[config.mk]
export PLATFORM = sky130hd
export DESIGN_NAME = fetch_stall_ctrl
export DESIGN_NICKNAME = d
export VERILOG_FILES = /design/src/rtl/fetch_stall_ctrl.sv
export SDC_FILE = /design/constraint.sdc
export NUM_CORES = 1
export LEC_CHECK = 0
export CAP_MARGIN = 10
export CORE_MARGIN = 2
export CORE_UTILIZATION = 25
export DETAILED_ROUTE_END_ITERATION = 6
export SYNTH_ARGS = -nofsm -noshare
export SYNTH_HDL_FRONTEND = slang
export SYNTH_SLANG_ARGS = --single-unit
[constraint.sdc]
create_clock -name clk -period 3.9 [get_ports clk]
set_input_delay 0.975 -clock clk [delete_from_list [all_inputs] [get_ports clk]]
set_output_delay 0.975 -clock clk [all_outputs]
set_load 0.02 [all_outputs]
[src/rtl/fetch_stall_ctrl.sv]
// rtl/fetch_stall_ctrl.sv - fetch-side PC, IF/ID and ID/EX-control registers with stall/flush/bubble handling
//
// Purpose:
//   Owns the program counter, the IF/ID pipeline register and the control half
//   of the ID/EX register for a 5-stage MIPS pipeline. Responds to the hazard
//   unit's PCWrite/IFIDWrite, flushes the wrong-path fetch on a taken branch and
//   injects a control bubble into EX whenever ID is held or empty.
//
// Optional feature macro: FETCH_PERF_CNT_EN
//   When defined, adds saturating StallCount and FlushCount output ports.
//
// Ports:
//   clk           in   pipeline clock, rising edge
//   rst           in   synchronous active-high reset (priority over everything)
//   PCWrite       in   1 = PC may update, 0 = hold PC
//   IFIDWrite     in   1 = IF/ID may update, 0 = hold IF/ID and bubble ID/EX
//   BranchTaken   in   branch/jump resolved taken in ID this cycle
//   BranchTarget  in   redirect address, bits [1:0] ignored
//   IMemData      in   instruction at IMemAddr (combinational memory)
//   IDCtrl        in   control bundle decoded from IFIDInstr
//   IMemAddr      out  current PC (register)
//   IFIDInstr     out  registered instruction
//   IFIDPCPlus4   out  registered PC+4 of that instruction
//   IFIDValid     out  IF/ID holds a real instruction
//   IDEXCtrl      out  registered control bundle for EX
//   IDEXValid     out  ID/EX holds a real instruction
//   StallCount    out  (FETCH_PERF_CNT_EN) edges with PCWrite=0, saturating
//   FlushCount    out  (FETCH_PERF_CNT_EN) IF/ID flushes, saturating

module fetch_stall_ctrl #(
    parameter logic [31:0] RESET_PC = 32'h0000_0000,
    parameter int          CTRL_W   = 9
) (
    input  logic              clk,
    input  logic              rst,
    input  logic              PCWrite,
    input  logic              IFIDWrite,
    input  logic              BranchTaken,
    input  logic [31:0]       BranchTarget,
    input  logic [31:0]       IMemData,
    input  logic [CTRL_W-1:0] IDCtrl,
    output logic [31:0]       IMemAddr,
    output logic [31:0]       IFIDInstr,
    output logic [31:0]       IFIDPCPlus4,
    output logic              IFIDValid,
    output logic [CTRL_W-1:0] IDEXCtrl,
    output logic              IDEXValid
`ifdef FETCH_PERF_CNT_EN
    ,
    output logic [31:0]       StallCount,
    output logic [31:0]       FlushCount
`endif
);

    logic [31:0] pc_plus4;
    logic        flush;
    logic        redirect;

    // Word-aligned fetch: the low target bits are dropped on redirect.
    logic unused_target_bits;
    assign unused_target_bits = ^BranchTarget[1:0];

    // Natural 32-bit overflow gives the required wrap from FFFF_FFFC to 0.
    assign pc_plus4 = IMemAddr + 32'd4;

    // A branch only redirects when the PC is allowed to move; a stalled
    // branch is re-resolved by ID after the stall clears.
    assign redirect = PCWrite & BranchTaken;

    // The wrong-path fetch is discarded only if IF/ID is actually being
    // written this cycle and the redirect takes effect.
    assign flush = IFIDWrite & redirect;

    always_ff @(posedge clk) begin
        if (rst) begin
            IMemAddr    <= RESET_PC;
            IFIDInstr   <= 32'd0;
            IFIDPCPlus4 <= 32'd0;
            IFIDValid   <= 1'b0;
            IDEXCtrl    <= '0;
            IDEXValid   <= 1'b0;
        end else begin
            // PC
            if (PCWrite) begin
                if (BranchTaken) begin
                    IMemAddr <= {BranchTarget[31:2], 2'b00};
                end else begin
                    IMemAddr <= pc_plus4;
                end
            end

            // IF/ID: PCWrite=0 with IFIDWrite=1 legitimately refetches the
            // same PC, so the load path does not look at PCWrite.
            if (IFIDWrite) begin
                if (flush) begin
                    IFIDInstr   <= 32'd0;
                    IFIDPCPlus4 <= 32'd0;
                    IFIDValid   <= 1'b0;
                end else begin
                    IFIDInstr   <= IMemData;
                    IFIDPCPlus4 <= pc_plus4;
                    IFIDValid   <= 1'b1;
                end
            end

            // ID/EX control: a held ID stage must not issue twice, and an
            // empty IF/ID slot has nothing to issue. The branch sitting in
            // IF/ID during a flush still advances here.
            if (!IFIDWrite || !IFIDValid) begin
                IDEXCtrl  <= '0;
                IDEXValid <= 1'b0;
            end else begin
                IDEXCtrl  <= IDCtrl;
                IDEXValid <= 1'b1;
            end
        end
    end

`ifdef FETCH_PERF_CNT_EN
    always_ff @(posedge clk) begin
        if (rst) begin
            StallCount <= 32'd0;
            FlushCount <= 32'd0;
        end else begin
            if (!PCWrite && (StallCount != 32'hFFFF_FFFF)) begin
                StallCount <= StallCount + 32'd1;
            end
            if (flush && (FlushCount != 32'hFFFF_FFFF)) begin
                FlushCount <= FlushCount + 32'd1;
            end
        end
    end
`endif

endmodule

==> run metrics, run 1 <==
Final Hold Viols 0; Crit Path Class in -> reg; CTS-repair resized insts 0; Top delay family on crit path simple AND/OR/NAND/NOR gates; Synth Flop Type dfxtp_1; DRC 0; htree depth 3; Setup crit start PCWrite; Peak VDD IR 213.3 uV; Area growth syn-to-layout 51.18%; drt pass-1 iters 4; fmax 0.3765 GHz; Max Cap Violations 0; Worst-Skew Late Latency 0.36 ns; Slew headroom 44.78%; drt initial violations 320; Max stage delay on crit path 0.75 ns; Reg power frac 45.5%; GRT Residual Overflow 0; setup tns final 0 ns; Core Area 0.01736 mm2; setup bufs post-CTS 0; slowest stage cell, crit path or3b_2; fin. max-slew vios 0; Initial Util 25.59%; critical path cell sequence clkdlybuf4s50_1 > inv_1 > buf_4 > nor2_1 > or3b_2 > o21ai_0; first-pass GRT wire length 22590 um; status finished clean; hold buffers post-CTS 0; GP Congestion 0.8100; CP required 4.16 ns; share of total power in combinational logic 15.1%; Die W 137.3 um; die area 0.01885 mm2; area of the multi-input gates 0.002131 mm2; Synth Area per Inst 8.848 um2; HPWL Detailed 10560 um; Placed Area 0.006390 mm2; # fillers 1722; Setup Viol. Count Final 0; Clock Tree Buf Depth 2; CP endpoint IFIDPCPlus4[8]$_SDFFE_PP0P_; Root Driver clkbuf_16; Yosys Warn Count 0; clock transition at the registers of the reported paths 0.06 ns; Final Instance Area 0.006715 mm2; FF+latch area 0.002082 mm2; PortBufs 180; CTS tree built; layout net count 730; Post-synth EDFFs 0; sequential fraction of the synthesis area 46.87%; reg2reg start IMemAddr[2]$_SDFFE_PP0P_; Post-Syn Area 0.004442 mm2; vias 4310; Final ANT Viol Nets 0; vias per cell 4.898; crit path max fanout 28; worst-margin pin slew 0.8207 ns; Int Pwr 1.895 mW; final wirelength 14820 um; synth unique cells 54; reg-to-reg critical path endpoint IMemAddr[16]$_SDFFE_PP0P_; vias in the first global route 4174; #FFs+latches synth 104; CTS Sinks 104; Psw 0.6600 mW; share of flip-flops with an asynchronous set or reset 0%; num ports 185; period utilisation layout 68.10%; n_diodes 0; Register-to-Register Path Depth 5; min cycle time layout 2.656 ns; # rows 48; P_leak 2.312 nW; RSZ-0062 raised after global routing false; stages on the worst setup path 6; global-route usage over all layers 15.38%; TritonCTS Buffers 9; number of antenna violations at the first check in global routing 0; flop-to-flop setup slack 1.25 ns; Buf/Inv on CP 3; Mapped Cells 502; Clock Skews 0.01455 ns; CP Capture Type flop; crit path DAT 2.92 ns; DR WL/cell 16.84 um; CP Launch Type input port; Switching Share 25.83%; pwr dens 380.4 mW/mm2; Clk pwr share 39.3%; layout cells sized above 1 5.038%; pin count of the biggest net entering global routing 47; worst hold-check path type reg -> reg; Die H 137.3 um
[placed cells by master (no fill, tap or decap), types with 10 or more instances in the layout]
cell type / count
nand3_1: 14
nor2_1: 27
a21oi_1: 20
o21ai_0: 34
xor2_1: 10
nand2_1: 53
dfxtp_1: 104
and2_1: 10
xnor2_1: 18
a22oi_1: 13
a22o_1: 37
clkdlybuf4s50_1: 179
[worst register-to-register path, cell delays in order, from the launching register on]
cell	delay [ns]
dfxtp_1	0.55
ha_1	0.44
nand3_1	0.50
or3_1	0.57
or3_1	0.37
a31oi_1	0.16
[routing by layer]
| metal | global-route usage, % | up-vias | share of wire (%) |
|---|---|---|---|
| li1 | - | 2093 | - |
| met1 | 20.16 | 2030 | 44 |
| met3 | 3.863 | 24 | 6.6 |
| met2 | 24.10 | 163 | 46 |
| met4 | 6.243 | 0 | 2.5 |
| met5 | 0 | - | 0 |
[area by class of cell]
| class | count | area share (%) |
|---|---|---|
| multi-input cells | 340 | 31.73 |
| flip-flops and latches | 104 | 31.00 |
| repair buffers | 187 | 27.73 |
| well taps | 225 | 4.192 |
| clock buffers | 10 | 3.559 |
| clock inverters | 5 | 1.286 |
| inverters | 9 | 0.5031 |
[how the worst min path moves through the flow]
stage / from / to / cells after the start
after floorplan: IFIDValid$_SDFFE_PP0P_ / IFIDValid$_SDFFE_PP0P_ / 2
after global placement: IFIDPCPlus4[31]$_SDFFE_PP0P_ / IFIDPCPlus4[31]$_SDFFE_PP0P_ / 2
after detailed placement: IFIDPCPlus4[10]$_SDFFE_PP0P_ / IFIDPCPlus4[10]$_SDFFE_PP0P_ / 2
after CTS: IFIDPCPlus4[10]$_SDFFE_PP0P_ / IFIDPCPlus4[10]$_SDFFE_PP0P_ / 2
after global routing: IFIDPCPlus4[18]$_SDFFE_PP0P_ / IFIDPCPlus4[18]$_SDFFE_PP0P_ / 2
final: IFIDPCPlus4[10]$_SDFFE_PP0P_ / IFIDPCPlus4[10]$_SDFFE_PP0P_ / 2
[metrics by stage]
stage                     total power [mW]  instances  hold slack (ns)  utilization [%]  setup slack [ns]
after global placement               1.566        865           0.4405            36.82            0.9310
final                                2.555        880           0.4567            38.69             1.244
after global routing                 2.656        880           0.4817            38.69             1.064
after CTS                            2.584        880           0.4614            38.69             1.226
after detailed placement             1.574        865           0.4460            36.82            0.8789
after floorplan                      1.359        503           0.5287                -             1.412
[power by group through the flow]
| stage | logic (mW) | clock network, mW | registers, mW |
|---|---|---|---|
| 3_3_place_gp | 0.383 | 0 | 1.18 |
| 4_1_cts | 0.390 | 1.03 | 1.16 |
| 5_1_grt | 0.414 | 1.07 | 1.17 |
| 2_1_floorplan | 0.135 | 0 | 1.22 |
| 3_5_place_dp | 0.388 | 0 | 1.19 |
| 6_report | 0.387 | 1.01 | 1.16 |
[cells in the mapped netlist, types with 2 or more instances]
cell        n  area (um2)
dfxtp_1   104        2082
nand2_1    53       198.9
clkbuf_1   38       142.6
a22o_1     37       324.1
o21ai_0    34       170.2
nor2_1     28       105.1
a21oi_1    20       100.1
xnor2_1    18       157.7
nand3_1    14       70.07
a22oi_1    13       97.59
and2_1     10       62.56
xor2_1     10       87.58
a31oi_1     9       56.30
and3_1      8       50.05
inv_1       8       30.03
nand4_1     8       50.05
nor3_1      8       40.04
or3_1       8       50.05
nor4_1      7       43.79
buf_2       6       30.03
mux2i_1     6       60.06
o32ai_1     6       52.55
buf_4       4       30.03
o21a_1      4       30.03
o22ai_1     4       25.02
o31ai_1     4       30.03
nor2b_1     3       18.77
a211oi_1    2       15.01
and4_1      2       17.52
or4_1       2       15.01
[sequential cells by signal (all words and copies together) (netlist names)]
register,count
IDEXCtrl,9
IDEXValid,1
IFIDInstr,32
IFIDPCPlus4,31
IFIDValid,1
IMemAddr,30
[kinds of logic after synthesis]
group / synth area share, %
fa+ha+maj: 0.2816
buf+inv: 5.521
flops: 46.87
other cells: 0.08443
compound gates: 21.86
xor+xnor: 5.521
mux: 1.606
simple gates: 18.25
Note: power is estimated with default switching activity, not from simulation.
==> inputs of run 2 (changes only) <==
==> constraint.sdc (replaced) <==
create_clock -name clk -period 2.55 [get_ports clk]
set_input_delay 0.6375 -clock clk [delete_from_list [all_inputs] [get_ports clk]]
set_output_delay 0.6375 -clock clk [all_outputs]
set_load 0.02 [all_outputs]
==> run 2 against run 1 <==
Compared with the run above:
- routed wire length decreased by 1.6%
- die area unchanged
- combinational power increased by 59%
- clock power increased by 34%
- global-route usage about the same
- first-iteration DRC count decreased by 11%
- clock-buffer cell count increased by 2
- via count decreased by 0.19%
- clock skew decreased by 0.0061 ns
- critical endpoint is now IFIDPCPlus4[19]$_SDFFE_PP0P_
- critical path type unchanged
- sequential cell count unchanged
- highest routed layer unchanged
==> run metrics, run 2 (synthesis gave the netlist of run 1 again) <==
status finished clean; leading registers by flop count IFIDInstr: 32 flops, IFIDPCPlus4: 31 flops, IMemAddr: 30 flops; Area growth syn-to-layout 52.51%; clock transition at the registers of the reported paths 0.07 ns; Clock Tree Buf Depth 2; CTS tree built; Worst-Skew Late Latency 0.35 ns; DRC 0; CTS-repair resized insts 0; commonest non-fill, non-tap cells in the layout clkdlybuf4s50_1 (179), dfxtp_1 (104), nand2_1 (53); Final Hold Viols 0; final wirelength 14590 um; htree depth 3; Crit Path Class in -> reg; crit path max fanout 47; Final ANT Viol Nets 0; crit path DAT 2.53 ns; HPWL Detailed 10670 um; die area 0.01885 mm2; n_diodes 0; CP Launch Type input port; fin. max-slew vios 0; min cycle time layout 2.259 ns; drt pass-1 iters 5; Final Instance Area 0.006774 mm2; GP Congestion 0.8447; number of antenna violations at the first check in global routing 0; period utilisation layout 88.60%; Die H 137.3 um; GRT Residual Overflow 0; Die W 137.3 um; pin count of the biggest net entering global routing 48; layout cells sized above 1 7.154%; worst hold-check path type reg -> reg; P_leak 2.368 nW; # rows 48; Slew headroom 26.55%; CTS Sinks 104; num ports 185; pwr dens 550.2 mW/mm2; Peak VDD IR 308.6 uV; DR WL/cell 16.28 um; Root Driver clkbuf_16; drt initial violations 285; CP Capture Type flop; PortBufs 180; vias 4302; # fillers 1701; TritonCTS Buffers 9; RSZ-0062 raised after global routing false; first-pass GRT wire length 22300 um; worst-margin pin slew 1.099 ns; vias per cell 4.801; Max Cap Violations 0; Core Area 0.01736 mm2; number of flip-flops under the largest register name 32; layout net count 745; fmax 0.4426 GHz; setup bufs post-CTS 0; Initial Util 25.59%; Clock Skews 0.008474 ns; Top reg by flops IFIDInstr; hold buffers post-CTS 0; global-route usage over all layers 15.34%; Setup Viol. Count Final 0; most common cell after layout, fill and taps aside clkdlybuf4s50_1; vias in the first global route 4176; Placed Area 0.006490 mm2; CP required 2.82 ns; Final Total Pwr 3.727 mW
## run 2: worst paths after layout
kind | startpoint | to | slack (ns) | depth (start not counted)
min | IFIDPCPlus4[13]$_SDFFE_PP0P_ | IFIDPCPlus4[13]$_SDFFE_PP0P_ | 0.45 | 2
max | IFIDWrite | IFIDPCPlus4[19]$_SDFFE_PP0P_ | 0.29 | 5
min reg2reg | IFIDPCPlus4[13]$_SDFFE_PP0P_ | IFIDPCPlus4[13]$_SDFFE_PP0P_ | 0.45 | 2
max reg2reg | IMemAddr[11]$_SDFFE_PP0P_ | IMemAddr[27]$_SDFFE_PP0P_ | 0.34 | 5
## run 2: through the flow
stage	hold slack, ns	worst slack, ns	cells	utilization (%)	TNS, ns
final	0.4515	0.2906	896	39.03	0
after CTS	0.4572	0.2825	896	39.03	0
after detailed placement	0.4425	-0.09452	880	37.39	-1.332
after global routing	0.4761	0.1396	896	39.03	0
after floorplan	0.5287	0.3995	503	-	0
after global placement	0.4387	-0.05205	880	37.39	-0.8160
## run 2: report_power, final
part / internal, mW / total (mW) / switching (mW) / leakage [nW]
clock network: 0.719 / 1.35 / 0.629 / 0.143
registers: 1.70 / 1.76 / 0.0688 / 0.849
logic: 0.321 / 0.614 / 0.292 / 1.38
## run 2: worst max-delay path, cell delays in order
cell	delay [ns]
clkdlybuf4s50_1	0.46
nor2_4	0.87
buf_4	0.38
nand2_1	0.09
o21ai_0	0.08
## run 2: routing by layer
metal	track usage (%)	wire length, um	vias up
met5	0	0	-
met4	6.300	342	0
met3	4.047	978	19
met2	23.66	6751	151
met1	20.28	6517	2012
li1	-	-	2120
## run 2: layout make-up
type | instances | area, um2 | share of cell area [%]
multi-input combinational | 340 | 2131 | 31.46
sequential | 104 | 2082 | 30.74
timing repair buffer | 202 | 1962 | 28.96
tap | 225 | 281.5 | 4.156
clock buffer | 12 | 256.5 | 3.786
inverter | 9 | 33.78 | 0.4987
clock inverter | 4 | 27.53 | 0.4064
==> RTL change (config.mk and constraints of run 2) <==
Add a define of `FETCH_PERF_CNT_EN`.
--- a/src/rtl/fetch_stall_ctrl.sv
+++ b/src/rtl/fetch_stall_ctrl.sv
@@ -26,6 +26,8 @@
 //   IDEXValid     out  ID/EX holds a real instruction
 //   StallCount    out  (FETCH_PERF_CNT_EN) edges with PCWrite=0, saturating
 //   FlushCount    out  (FETCH_PERF_CNT_EN) IF/ID flushes, saturating
+
+`define FETCH_PERF_CNT_EN
 
 module fetch_stall_ctrl #(
     parameter logic [31:0] RESET_PC = 32'h0000_0000,
Function (old outputs only; new: FlushCount and StallCount): kept (equiv_simple and equiv_induct, registers matched by name and starting in step).
==> RTL change against run 2 <==
- setup slack worse by 0.093 ns
- clock power is 100% higher
- largest power group unchanged
- first-iteration DRC count is 22% higher
- sequential cell count is 64 higher
- cell count is 71% higher
- design area is 67% higher
- routed wire length is 70% higher
- sequential share of layout area is 1.0 points lower
- count of clock-buffer cells in the layout is 5 higher
- critical path depth is 2 higher
- non-clock buffer count is 83 higher
- synthesized area is 73% higher
- global-route usage hardly changed
- power is 64% higher
==> RTL change: results (changes against run 2) <==
{| class="wikitable"
! Metric !! Value
|-
| Outcome || complete, no violations
|-
| Worst Reg2Reg Path Length in Cells || 7 (+2)
|-
| Met1 demand-to-capacity share in global routing || 0.204 (+0.00119)
|-
| Met2 routed WL || 11600 um (+72%)
|-
| Via count of the first global-routing pass || 6829 (+64%)
|-
| Number of fill cells in the layout || 3084 (+81%)
|-
| Average wire per cell in the routed design || 16.2 um (-0.74%)
|-
| Met3 WL post-DR || 1220 um (+25%)
|-
| Core Region || 30400 um^2 (+75%)
|-
| Sequential element share of the synthesized area || 0.437 (-0.0316)
|-
| CP max FO || 10 (-79%)
|-
| Signal buf overhead || 0.245 (-0.0443)
|-
| GRT Util Overall || 0.153 (-0.000220)
|-
| Inverters, non-clock || 14 (+5)
|-
| Via count || 7303 (+70%)
|-
| Cell count after placement || 1501 (+71%)
|-
| Clock buf/inv share || 0.0535 (+0.0116)
|-
| Post-placement worst setup slack || -0.0538 ns (+0.0407 ns)
|-
| Ranking of synthesized cells by area || sky130_fd_sc_hd__dfxtp_1, sky130_fd_sc_hd__a22o_1, sky130_fd_sc_hd__xnor2_1
|-
| Time the worst path needs with I/O delays and setup || 2.35 ns (+0.0933 ns)
|-
| Maximum single-stage delay on the critical path || 0.51 ns (-0.36 ns)
|-
| Initial antenna violation count || 1 (+1)
|-
| Wire length reported by the detailed router || 24800 um (+70%)
|-
| Cell with the largest stage delay on the worst path || sky130_fd_sc_hd__or3_1
|-
| Grt met3 use || 0.0375 (-0.00299)
|-
| Drt initial violations || 349 (+22%)
|-
| Worst Clk Skew || 0.0126 ns (+0.00416 ns)
|-
| Arrival time reported for the critical path endpoint || 2.70 ns (+0.17 ns)
|-
| Gate count after technology mapping || 881 (+75%)
|-
| Final core utilization || 0.372 (-0.0185)
|-
| TritonRoute pass-1 iters || 7 (+2)
|-
| Endpoint of the worst hold path || IFIDPCPlus4[5]$_SDFFE_PP0P_
|-
| Largest net degree at the start of global routing || 93 (+94%)
|-
| Tightest hold margin || 0.452 ns (+0.000702 ns)
|-
| Non-clock buffer instance count of the final layout || 285 (+41%)
|}
RTL change: changes by cell type in the layout (fill, tap and decap cells not counted), sizes merged, moves of 10 or more:
cell	run 2	this run
clkdlybuf4s50	179	241
xor2	10	20
nand2	53	74
a21oi	21	38
inv	9	21
dfxtp	104	168
nand3	14	42
o21ai	34	55
xnor2	18	36
nor2b	3	17
or4	2	13
nor2	28	83
buf	23	44
nand4	9	25
RTL change: where the power goes:
group | total, W | internal (W) | switching, W
clock network | 0.00270 | 0.00141 | 0.00129
registers | 0.00277 | 0.00270 | 0.0000712
logic | 0.000666 | 0.000336 | 0.000331
total | 0.00613 | 0.00444 | 0.00169
RTL change: logic make-up (layout without fill, tap and decap cells):
family,after synthesis,after routing,share of synthesized area
AOI/OAI and AO/OA,216,216,0.190
xor gates and xnor gates,56,56,0.0638
adders and majority gates,3,3,0.00488
buffers and inverters,76,331,0.0426
DFF,168,168,0.437
muxes,10,10,0.0135
other,1,2,0.000487
and+or+nand+nor,351,351,0.247
